`src/rtl/i2c_target_regs.sv`:
```
// i2c_target_regs
// I2C target answering one 7-bit address. It exposes a bank of 8-bit
// registers to an external I2C controller and to local system logic.
// SCL is never driven. SDA is open-drain: the pad output is tied low and
// the enable decides whether the line is pulled low or released.
//
// Ports:
//   clk            system clock, at least 20x the SCL rate
//   axi_reset_n    asynchronous active-low reset
//   scl_pad_i      SCL line input
//   sda_pad_i      SDA line input
//   sda_pad_o      SDA pad output, constant 0
//   sda_padoen_o   SDA output enable, active low (0 pulls SDA low)
//   loc_we         local write strobe
//   loc_addr       local register index
//   loc_wdata      local write data
//   loc_rdata      combinational read of reg[loc_addr]
//   i2c_wr_valid   one-cycle pulse when an I2C data byte is committed
//   i2c_wr_addr    index of the committed byte
//   i2c_wr_data    value of the committed byte
//   busy           high from an address match until STOP
//
// state        | meaning
// ST_IDLE      | SDA released, waiting for START
// ST_ADDR      | shifting in address + R/W
// ST_ADDR_ACK  | acknowledging address
// ST_PTR       | shifting in register pointer
// ST_PTR_ACK   | acknowledging pointer
// ST_WDATA     | shifting in write data
// ST_WDATA_ACK | acknowledging write data
// ST_RDATA     | driving read data, MSB first
// ST_RDATA_ACK | sampling controller ACK/NACK

module i2c_target_regs #(
    parameter logic [6:0] I2C_ADDR = 7'h50,
    parameter int         NUM_REGS = 16,
    parameter int         PTR_W    = $clog2(NUM_REGS)
) (
    input  logic             clk,
    input  logic             axi_reset_n,
    input  logic             scl_pad_i,
    input  logic             sda_pad_i,
    output logic             sda_pad_o,
    output logic             sda_padoen_o,
    input  logic             loc_we,
    input  logic [PTR_W-1:0] loc_addr,
    input  logic [7:0]       loc_wdata,
    output logic [7:0]       loc_rdata,
    output logic             i2c_wr_valid,
    output logic [PTR_W-1:0] i2c_wr_addr,
    output logic [7:0]       i2c_wr_data,
    output logic             busy
);

    typedef enum logic [3:0] {
        ST_IDLE,
        ST_ADDR,
        ST_ADDR_ACK,
        ST_PTR,
        ST_PTR_ACK,
        ST_WDATA,
        ST_WDATA_ACK,
        ST_RDATA,
        ST_RDATA_ACK
    } state_t;

    state_t           state;
    logic [2:0]       bit_cnt;
    logic [7:0]       shift;
    logic [PTR_W-1:0] ptr;
    logic             rw;
    logic             ack_drv;
    logic [7:0]       regs [NUM_REGS];

    logic [1:0] scl_sync, sda_sync;
    logic [2:0] scl_hist, sda_hist;
    logic       scl_f, sda_f, scl_q, sda_q;

    function automatic logic maj3(input logic [2:0] v);
        return (v[0] & v[1]) | (v[0] & v[2]) | (v[1] & v[2]);
    endfunction

    // Idle bus is high, so the conditioning chain resets to 1 to avoid a
    // false START/STOP straight out of reset.
    always_ff @(posedge clk or negedge axi_reset_n) begin
        if (!axi_reset_n) begin
            scl_sync <= '1;
            sda_sync <= '1;
            scl_hist <= '1;
            sda_hist <= '1;
            scl_f    <= 1'b1;
            sda_f    <= 1'b1;
            scl_q    <= 1'b1;
            sda_q    <= 1'b1;
        end else begin
            scl_sync <= {scl_sync[0], scl_pad_i};
            sda_sync <= {sda_sync[0], sda_pad_i};
            scl_hist <= {scl_hist[1:0], scl_sync[1]};
            sda_hist <= {sda_hist[1:0], sda_sync[1]};
            scl_f    <= maj3(scl_hist);
            sda_f    <= maj3(sda_hist);
            scl_q    <= scl_f;
            sda_q    <= sda_f;
        end
    end

    logic             scl_rise, scl_fall, start_det, stop_det, last_bit, commit;
    logic [7:0]       rx_byte;
    logic [PTR_W-1:0] ptr_inc;

    assign scl_rise  = scl_f & ~scl_q;
    assign scl_fall  = ~scl_f & scl_q;
    assign start_det = scl_f & scl_q & sda_q & ~sda_f;
    assign stop_det  = scl_f & scl_q & ~sda_q & sda_f;
    assign rx_byte   = {shift[6:0], sda_f};
    assign last_bit  = (bit_cnt == 3'd7);
    assign ptr_inc   = ptr + PTR_W'(1);
    // START/STOP need SCL stable high, so they never coincide with a rise.
    assign commit    = (state == ST_WDATA) & scl_rise & last_bit;

    assign sda_pad_o = 1'b0;
    assign loc_rdata = regs[loc_addr];

    // The I2C commit is assigned last so it wins a same-register collision.
    always_ff @(posedge clk or negedge axi_reset_n) begin
        if (!axi_reset_n) begin
            for (int i = 0; i < NUM_REGS; i++) regs[i] <= 8'h00;
        end else begin
            if (loc_we) regs[loc_addr] <= loc_wdata;
            if (commit) regs[ptr] <= rx_byte;
        end
    end

    always_ff @(posedge clk or negedge axi_reset_n) begin
        if (!axi_reset_n) begin
            state        <= ST_IDLE;
            bit_cnt      <= 3'd0;
            shift        <= 8'h00;
            ptr          <= '0;
            rw           <= 1'b0;
            ack_drv      <= 1'b0;
            sda_padoen_o <= 1'b1;
            i2c_wr_valid <= 1'b0;
            i2c_wr_addr  <= '0;
            i2c_wr_data  <= 8'h00;
            busy         <= 1'b0;
        end else begin
            i2c_wr_valid <= 1'b0;
            if (start_det) begin
                state        <= ST_ADDR;
                bit_cnt      <= 3'd0;
                ack_drv      <= 1'b0;
                sda_padoen_o <= 1'b1;
            end else if (stop_det) begin
                state        <= ST_IDLE;
                busy         <= 1'b0;
                ack_drv      <= 1'b0;
                sda_padoen_o <= 1'b1;
            end else begin
                case (state)
                    ST_ADDR: if (scl_rise) begin
                        shift   <= rx_byte;
                        bit_cnt <= bit_cnt + 3'd1;
                        if (last_bit) begin
                            if (rx_byte[7:1] == I2C_ADDR) begin
                                state <= ST_ADDR_ACK;
                                busy  <= 1'b1;
                                rw    <= rx_byte[0];
                            end else begin
                                state <= ST_IDLE;
                            end
                        end
                    end
                    ST_PTR: if (scl_rise) begin
                        shift   <= rx_byte;
                        bit_cnt <= bit_cnt + 3'd1;
                        if (last_bit) begin
                            ptr   <= rx_byte[PTR_W-1:0];
                            state <= ST_PTR_ACK;
                        end
                    end
                    ST_WDATA: if (scl_rise) begin
                        shift   <= rx_byte;
                        bit_cnt <= bit_cnt + 3'd1;
                        if (last_bit) begin
                            i2c_wr_valid <= 1'b1;
                            i2c_wr_addr  <= ptr;
                            i2c_wr_data  <= rx_byte;
                            ptr          <= ptr_inc;
                            state        <= ST_WDATA_ACK;
                        end
                    end
                    // First fall (end of byte) pulls SDA low; the second
                    // fall (end of ACK clock) releases it and moves on.
                    ST_ADDR_ACK, ST_PTR_ACK, ST_WDATA_ACK: if (scl_fall) begin
                        if (!ack_drv) begin
                            sda_padoen_o <= 1'b0;
                            ack_drv      <= 1'b1;
                        end else begin
                            sda_padoen_o <= 1'b1;
                            ack_drv      <= 1'b0;
                            bit_cnt      <= 3'd0;
                            if (state == ST_ADDR_ACK && rw) begin
                                // Read MSB goes out on this same fall.
                                shift        <= {regs[ptr][6:0], 1'b1};
                                sda_padoen_o <= regs[ptr][7];
                                state        <= ST_RDATA;
                            end else if (state == ST_ADDR_ACK) begin
                                state <= ST_PTR;
                            end else begin
                                state <= ST_WDATA;
                            end
                        end
                    end
                    ST_RDATA: begin
                        if (scl_rise) begin
                            bit_cnt <= bit_cnt + 3'd1;
                            if (last_bit) state <= ST_RDATA_ACK;
                        end else if (scl_fall) begin
                            sda_padoen_o <= shift[7];
                            shift        <= {shift[6:0], 1'b1};
                        end
                    end
                    ST_RDATA_ACK: begin
                        if (scl_fall) begin
                            sda_padoen_o <= 1'b1;
                        end else if (scl_rise) begin
                            ptr <= ptr_inc;
                            if (!sda_f) begin
                                shift   <= regs[ptr_inc];
                                bit_cnt <= 3'd0;
                                state   <= ST_RDATA;
                            end else begin
                                state <= ST_IDLE;
                            end
                        end
                    end
                    default: ;
                endcase
            end
        end
    end

endmodule

```
`config.mk`:
```
export PLATFORM = sky130hd
export DESIGN_NAME = i2c_target_regs
export DESIGN_NICKNAME = d
export VERILOG_FILES = /design/src/rtl/i2c_target_regs.sv
export SDC_FILE = /design/constraint.sdc
export NUM_CORES = 1
export LEC_CHECK = 0
export BUFFER_PORTS_ARGS = -buffer_cell sky130_fd_sc_hd__buf_2
export CAP_MARGIN = 30
export CORE_ASPECT_RATIO = 1.75
export CORE_UTILIZATION = 35
export CTS_BUF_LIST = sky130_fd_sc_hd__clkbuf_8
export CTS_CLUSTER_DIAMETER = 100
export DETAILED_ROUTE_END_ITERATION = 12
export GPL_ROUTABILITY_DRIVEN = 0
export GPL_TIMING_DRIVEN = 0
export PLACE_DENSITY = 0.52
export SLEW_MARGIN = 20
export SYNTH_ARGS = -nofsm -noshare
export SYNTH_HDL_FRONTEND = slang
export SYNTH_SLANG_ARGS = --single-unit
export TNS_END_PERCENT = 100
```
`constraint.sdc`:
```
create_clock -name clk -period 5 [get_ports clk]
set_input_delay 0.25 -clock clk [delete_from_list [all_inputs] [get_ports clk]]
set_output_delay 0.25 -clock clk [all_outputs]
set_load 0.05 [all_outputs]
```
# ---- Word-level counts from Yosys, hierarchy flattened
# Cells that the tools add are included.
dict set report word_totals {
  register_bits 178
  inputBits 17
  output_inout_bits 24
  elab_cells 227
}
dict set report op_classes {
  n_addsub 2
  order_cmp 5
  n_eq_ne 45
  mux 86
  bitwise 28
  n_reduce_logical 26
}
# operator n
set ops {}
lappend ops {{bitwise mux 128 bit} 2}
lappend ops {{2-to-1 mux 128 bit} 2}
lappend ops {{2-to-1 mux 8 bit} 17}
lappend ops {{binary-select mux 8 bit (select 4 bit)} 3}
lappend ops {{2-to-1 mux 4 bit} 20}
lappend ops {{demux 8 bit (select 4 bit)} 2}
lappend ops {{!= test 4 bit (second input constant)} 15}
lappend ops {{2-to-1 mux 3 bit} 11}
lappend ops {{one-hot mux 8 bit (4 select lines)} 1}
lappend ops {{!= test 2 bit (second input constant)} 13}
lappend ops {{one-hot mux 4 bit (6 select lines)} 1}
lappend ops {{2-to-1 mux 1 bit} 23}
lappend ops {{equality test 4 x 3 -> 1 bit (second input constant)} 4}
lappend ops {{bitwise AND 1 bit} 15}
lappend ops {{>= comparator 5 bit (second input constant)} 3}
lappend ops {{!= test 3 bit (second input constant)} 5}
lappend ops {{NOT 4 -> 5 bit} 3}
lappend ops {{AND reduction 5 bit} 3}
lappend ops {{AND reduction 13 bit} 1}
lappend ops {{one-hot mux 4 bit (3 select lines)} 1}
lappend ops {{AND reduction 12 bit} 1}
lappend ops {{less-than comparator 5 x 1 -> 1 bit (second input constant)} 2}
lappend ops {{one-hot mux 3 bit (3 select lines)} 1}
lappend ops {{AND reduction 9 bit} 1}
lappend ops {{other kinds (24)} 42}

# ---- Depth between registers and ports, before layout
dict set report logic_depth {
  word_depth 10
  depth_mapped 11
  mapped_depth_nobuf 7
}

# ---- Least setup slack after synthesis
# OpenSTA, ideal clock, no wires.
dict set report synth_timing {
  kind {reg-to-reg}
  start {register ptr[1]}
  end {register shift[0]}
  setup_time_ns 0.135
  arrival_time_ns 2.985
  required_time_ns 4.865
  setup_slack_ns 1.880
  path_stages_with_launch 11
  path_buffers 4
  period_less_slack_ns 3.120
  path_cell_list {dfrtp_1 > buf_1 > clkbuf_1 > inv_1 > ha_1 > buf_2 > buf_4 > mux4_2 > mux4_2 > o21bai_1 > mux2i_1}
}
dict set report synth_between {
  elab_chain_len 9
}
# item line
set synth_rtl {}
lappend synth_rtl {{start, declared} 70} ;# logic [PTR_W-1:0] ptr;
lappend synth_rtl {{start signal, assigned} 178} ;# ptr <= rx_byte[PTR_W-1:0];
lappend synth_rtl {{start signal, assigned} 189} ;# ptr <= ptr_inc;
lappend synth_rtl {{start signal, assigned} 228} ;# ptr <= ptr_inc;
lappend synth_rtl {{adder 4 x 1 -> 4 bit} 117} ;# assign ptr_inc = ptr + PTR_W'(1);
lappend synth_rtl {{NOT 4 -> 5 bit (implied by the code)} 230} ;# shift <= regs[ptr_inc];
lappend synth_rtl {{binary-select mux 8 bit (select 4 bit)} 230}
lappend synth_rtl {{2-to-1 mux 8 bit (implied by the code) (2 in series)} 230}
lappend synth_rtl {{2-to-1 mux 8 bit} 229} ;# if (!sda_f) begin
lappend synth_rtl {{2-to-1 mux 8 bit} 227} ;# end else if (scl_rise) begin
lappend synth_rtl {{2-to-1 mux 8 bit} 225} ;# if (scl_fall) begin
lappend synth_rtl {{one-hot mux 8 bit (4 select lines)} 160} ;# case (state)
lappend synth_rtl {{end signal, assigned} 162} ;# shift <= rx_byte;
lappend synth_rtl {{end signal, assigned} 221} ;# shift <= {shift[6:0], 1'b1};
lappend synth_rtl {{end signal, assigned} 230}
lappend synth_rtl {{end, declared} 69} ;# logic [7:0] shift;
# Every way passes these cells. The select of a mux whose other input is x is not followed.
# A chain may end at the register's enable or synchronous reset.

# ---- Final worst setup path
dict set report layout_timing {
  start {register ptr[1]}
  end {register shift[6]}
}
dict set report layout_between {
  elab_chain_len 9
  word_cells_on_any_way 16
  cone_classes {add/sub: 1; mux: 13; bitwise: 2}
}
# item line
set layout_rtl {}
lappend layout_rtl {{adder 4 x 1 -> 4 bit} 117}
lappend layout_rtl {{NOT 4 -> 5 bit (implied by the code)} 230}
lappend layout_rtl {{binary-select mux 8 bit (select 4 bit)} 230}
lappend layout_rtl {{2-to-1 mux 8 bit (implied by the code) (2 in series)} 230}
lappend layout_rtl {{2-to-1 mux 8 bit} 229}
lappend layout_rtl {{2-to-1 mux 8 bit} 227}
lappend layout_rtl {{2-to-1 mux 8 bit} 225}
lappend layout_rtl {{one-hot mux 8 bit (4 select lines) (*)} 160}
# Every way passes the cells marked *; elsewhere a longest branch is shown, timed or not. The select of a mux whose other input is x is not followed.

==> results.json <==
{
  "grt_pass1_wl_mm": 64.4,
  "syn_to_final_growth_pct": 9.93,
  "fp.dieW_um": 140,
  "finalNonFillerCells": 1530,
  "synth.distinct_cells": 69,
  "hp-class": "primary input to flip-flop",
  "drtIter0Drc": 792,
  "crit_path_end": "shift[6]",
  "crit_path_top_delay_cell": "buf_1",
  "fmax_ghz": 0.202,
  "status": "completed",
  "synth_cells": 1050,
  "synth-seq-cells": 178,
  "syn_nets": 1073,
  "drv_cap": 0,
  "reg2reg_from": "ptr[1]",
  "grt-ovfl-total": 0,
  "ioPinCount": 41,
  "rsz0062_at_grt": "no",
  "clock_sinks": 178,
  "grt_usage": 0.266,
  "tritoncts.num_buffers": 17,
  "die_y_um": 243,
  "cp_num_cells": 11,
  "power_frac_seq": 0.459,
  "reg2reg_to": "shift[6]",
  "p_sw_w": 0.00166,
  "ff2ff_setup_slack_ns": 0.04,
  "nets": 1133,
  "final_util": 0.390,
  "nFillCells": 3260,
  "synth-edff-count": 0,
  "row_count": 88,
  "start_kind": "flip-flop",
  "portBuffers": 35,
  "vias": 9498,
  "cp_num_buf_inv": 5,
  "avgViaCountPerCell": 6.21,
  "clock_power_share": 0.229,
  "final_max_slew_viol_count": 0,
  "cp-startpoint": "ptr[1]",
  "finalHoldViolations": 0,
  "grt_pass1_vias": 9500,
  "worstPathMaxFanout": 10,
  "slew_headroom": 0.312,
  "min_path_cells": 3,
  "setup-tns-final_ns": 0,
  "endpoint_kind": "flip-flop",
  "grt_max_degree": 93,
  "fin_skew_ns": 0.0154,
  "worst_slew_pin_slew_ns": 1.02,
  "ys_warn_count": 0,
  "p_leak_nw": 5.00,
  "final-setup-viol-count": 0,
  "pwr-share-comb": 0.313,
  "cts.path.max_buffers": 2,
  "swShare": 0.376,
  "antenna_left": 0,
  "dp_hpwl_mm": 33.3,
  "cts_max_level": 4,
  "ys.flop_type": "dfrtp_1",
  "netlist_area_um2": 11600,
  "dp_slack_ns": -0.115,
  "r2r_cells": 11,
  "critPathArrivalTime_ns": 5.34,
  "irDropWorstVdd_mv": 0.150,
  "drc": 0,
  "layout_setup_ws_ns": 0.0386,
  "async_flop_share": 1.00,
  "antenna_found_initial": 5,
  "cts_root_buf": "clkbuf_8",
  "critPathRequiredTime_ns": 5.38,
  "cp_top_family": "buffers and inverters",
  "cts_tree": "done",
  "route.final.wire_length_mm": 43.8,
  "post-route-min-period_ns": 4.96,
  "clk_latency_ns": 0.53,
  "dpl.cell_count": 1493,
  "drt_pass1_iterations": 5,
  "die-area_um2": 34000,
  "post_synth.cell_area_avg_um2": 11.1,
  "internal_power_w": 0.00275,
  "ys_seq_area_frac": 0.384,
  "core-area_um2": 32800,
  "postCtsSetupBuffers": 0,
  "drive_gt1_frac": 0.237,
  "p_per_area_nw_per_um2": 345,
  "path_clk_slew_ns": 0.10,
  "worstSetupPathType": "flip-flop to flip-flop",
  "routedWlPerCell_um": 28.6,
  "hold_ws_ns": 0.125,
  "initial_utilization": 0.355,
  "cpMostUsedCell": "buf_2",
  "cpPeakStageDelay_ns": 0.75,
  "path_cells": "buf_1 -> clkbuf_2 -> inv_1 -> ha_1 -> buf_2 -> buf_2 -> mux4_2 -> mux2i_1 -> nor3_1 -> nor4_1 -> a31oi_1",
  "period_share": 0.992
}
[cells in the mapped netlist, types with 3 or more instances]
library cell | count | share of area
a31oi_1 | 18 | 0.0097
xnor2_1 | 3 | 0.0023
buf_4 | 4 | 0.0026
dfrtp_1 | 163 | 0.35
nor3_1 | 12 | 0.0052
nand2b_1 | 5 | 0.0027
nand2_1 | 26 | 0.0084
o21bai_1 | 3 | 0.0019
nand4b_1 | 7 | 0.0053
o21ai_0 | 18 | 0.0077
dfstp_2 | 15 | 0.034
a311oi_1 | 7 | 0.0053
a22oi_1 | 4 | 0.0026
nor3_4 | 3 | 0.0042
ha_1 | 6 | 0.0065
mux2i_1 | 150 | 0.13
inv_1 | 12 | 0.0039
buf_1 | 6 | 0.0019
buf_2 | 33 | 0.014
nor2_2 | 3 | 0.0016
a211o_1 | 3 | 0.0023
a21oi_1 | 130 | 0.056
mux2_2 | 18 | 0.017
and3_1 | 3 | 0.0016
mux4_2 | 103 | 0.20
clkbuf_1 | 53 | 0.017
nor2_1 | 146 | 0.047
o21ai_1 | 7 | 0.0030
nor3_2 | 4 | 0.0034
xor2_1 | 3 | 0.0023
nor2b_1 | 8 | 0.0043
nand3_1 | 29 | 0.012
[per-layer routing]
layer / global-route usage / wire length [um]
met1: 0.267 / 14600
met5: 0 / 42
met3: 0.0471 / 2120
met4: 0.197 / 3450
met2: 0.486 / 23600
[cell type report]
type	instances	area, um2	share of cell area
Multi-Input combinational cell	761	6690	0.523
Sequential cell	178	4470	0.350
Tap cell	405	507	0.0396
Buffer	98	440	0.0344
Clock buffer	19	262	0.0204
Timing Repair Buffer	41	258	0.0201
Clock inverter	13	111	0.00870
Inverter	13	48.8	0.00381
Antenna cell	2	5.00	0.000391
[registers in the layout, indices dropped and copies added (netlist names)]
signal / count
rw: 1
sda_f: 1
sda_sync: 2
ptr: 4
sda_padoen_o: 1
busy: 1
state: 4
i2c_wr_addr: 4
bit_cnt: 3
scl_f: 1
i2c_wr_valid: 1
scl_q: 1
sda_q: 1
shift: 8
ack_drv: 1
regs: 128
sda_hist: 3
scl_hist: 3
i2c_wr_data: 8
scl_sync: 2
[per-stage QoR]
step	instance area, um2	power (W)
2_1_floorplan	11600	0.00291
3_3_place_gp	12300	0.00337
3_5_place_dp	12400	0.00341
4_1_cts	12800	0.00442
5_1_grt	12800	0.00461
6_report	12800	0.00441
[tightest hold or removal path, cell delays in order]
cell     delay, ns
buf_2         0.15
mux2i_1       0.13
a21oi_1       0.08
[repair_timing]
item	CTS	global route
setup endpoints to repair	1	0
endpoints found under the hold margin	88	0
hold buffers	3	0
gates resized for setup	1	0
[how the worst min path moves through the flow]
stage | start | endpoint
2_1_floorplan | axi_reset_n | ack_drv
3_3_place_gp | sda_sync[0] | sda_sync[1]
3_5_place_dp | axi_reset_n | i2c_wr_valid
4_1_cts | loc_wdata[7] | regs[47]
5_1_grt | loc_wdata[7] | regs[47]
6_report | loc_wdata[7] | regs[47]
[power by group through the flow]
stage          clock (W)  sequential (W)  combinational, W
4_1_cts          0.00103         0.00201           0.00138
3_3_place_gp           0         0.00202           0.00135
5_1_grt          0.00108         0.00205           0.00148
2_1_floorplan          0         0.00192          0.000980
6_report         0.00101         0.00202           0.00138
3_5_place_dp           0         0.00204           0.00137
[layout by cell type, fill, tap and decap left out, drive strengths merged, types with 3 or more instances in the layout]
master       instances
nand3               29
nor2               149
mux2                19
mux4               103
buf                 83
o21ai               25
clkinv               6
dlygate4sd3          3
dfstp               15
o21bai               3
a31oi               18
nand2b               5
a311oi               7
nand4b               7
a22oi                4
dfrtp              163
inv                 17
a211o                3
and3                 3
xor2                 3
mux2i              150
xnor2                3
and2b                3
clkbuf              72
a21oi              130
nor3                19
nor2b                8
ha                   6
nand2               27
[logic make-up after synthesis]
logic type,Yosys count,synth area share
xor gates and xnor gates,6,0.00452
other,1,0.000322
buffers and inverters,111,0.0419
adders and majority gates,8,0.00817
DFF,178,0.384
AOI/OAI and AO/OA,206,0.0999
muxes,272,0.347
and+or+nand+nor,268,0.114
Note: power is estimated with default switching activity, not from simulation.
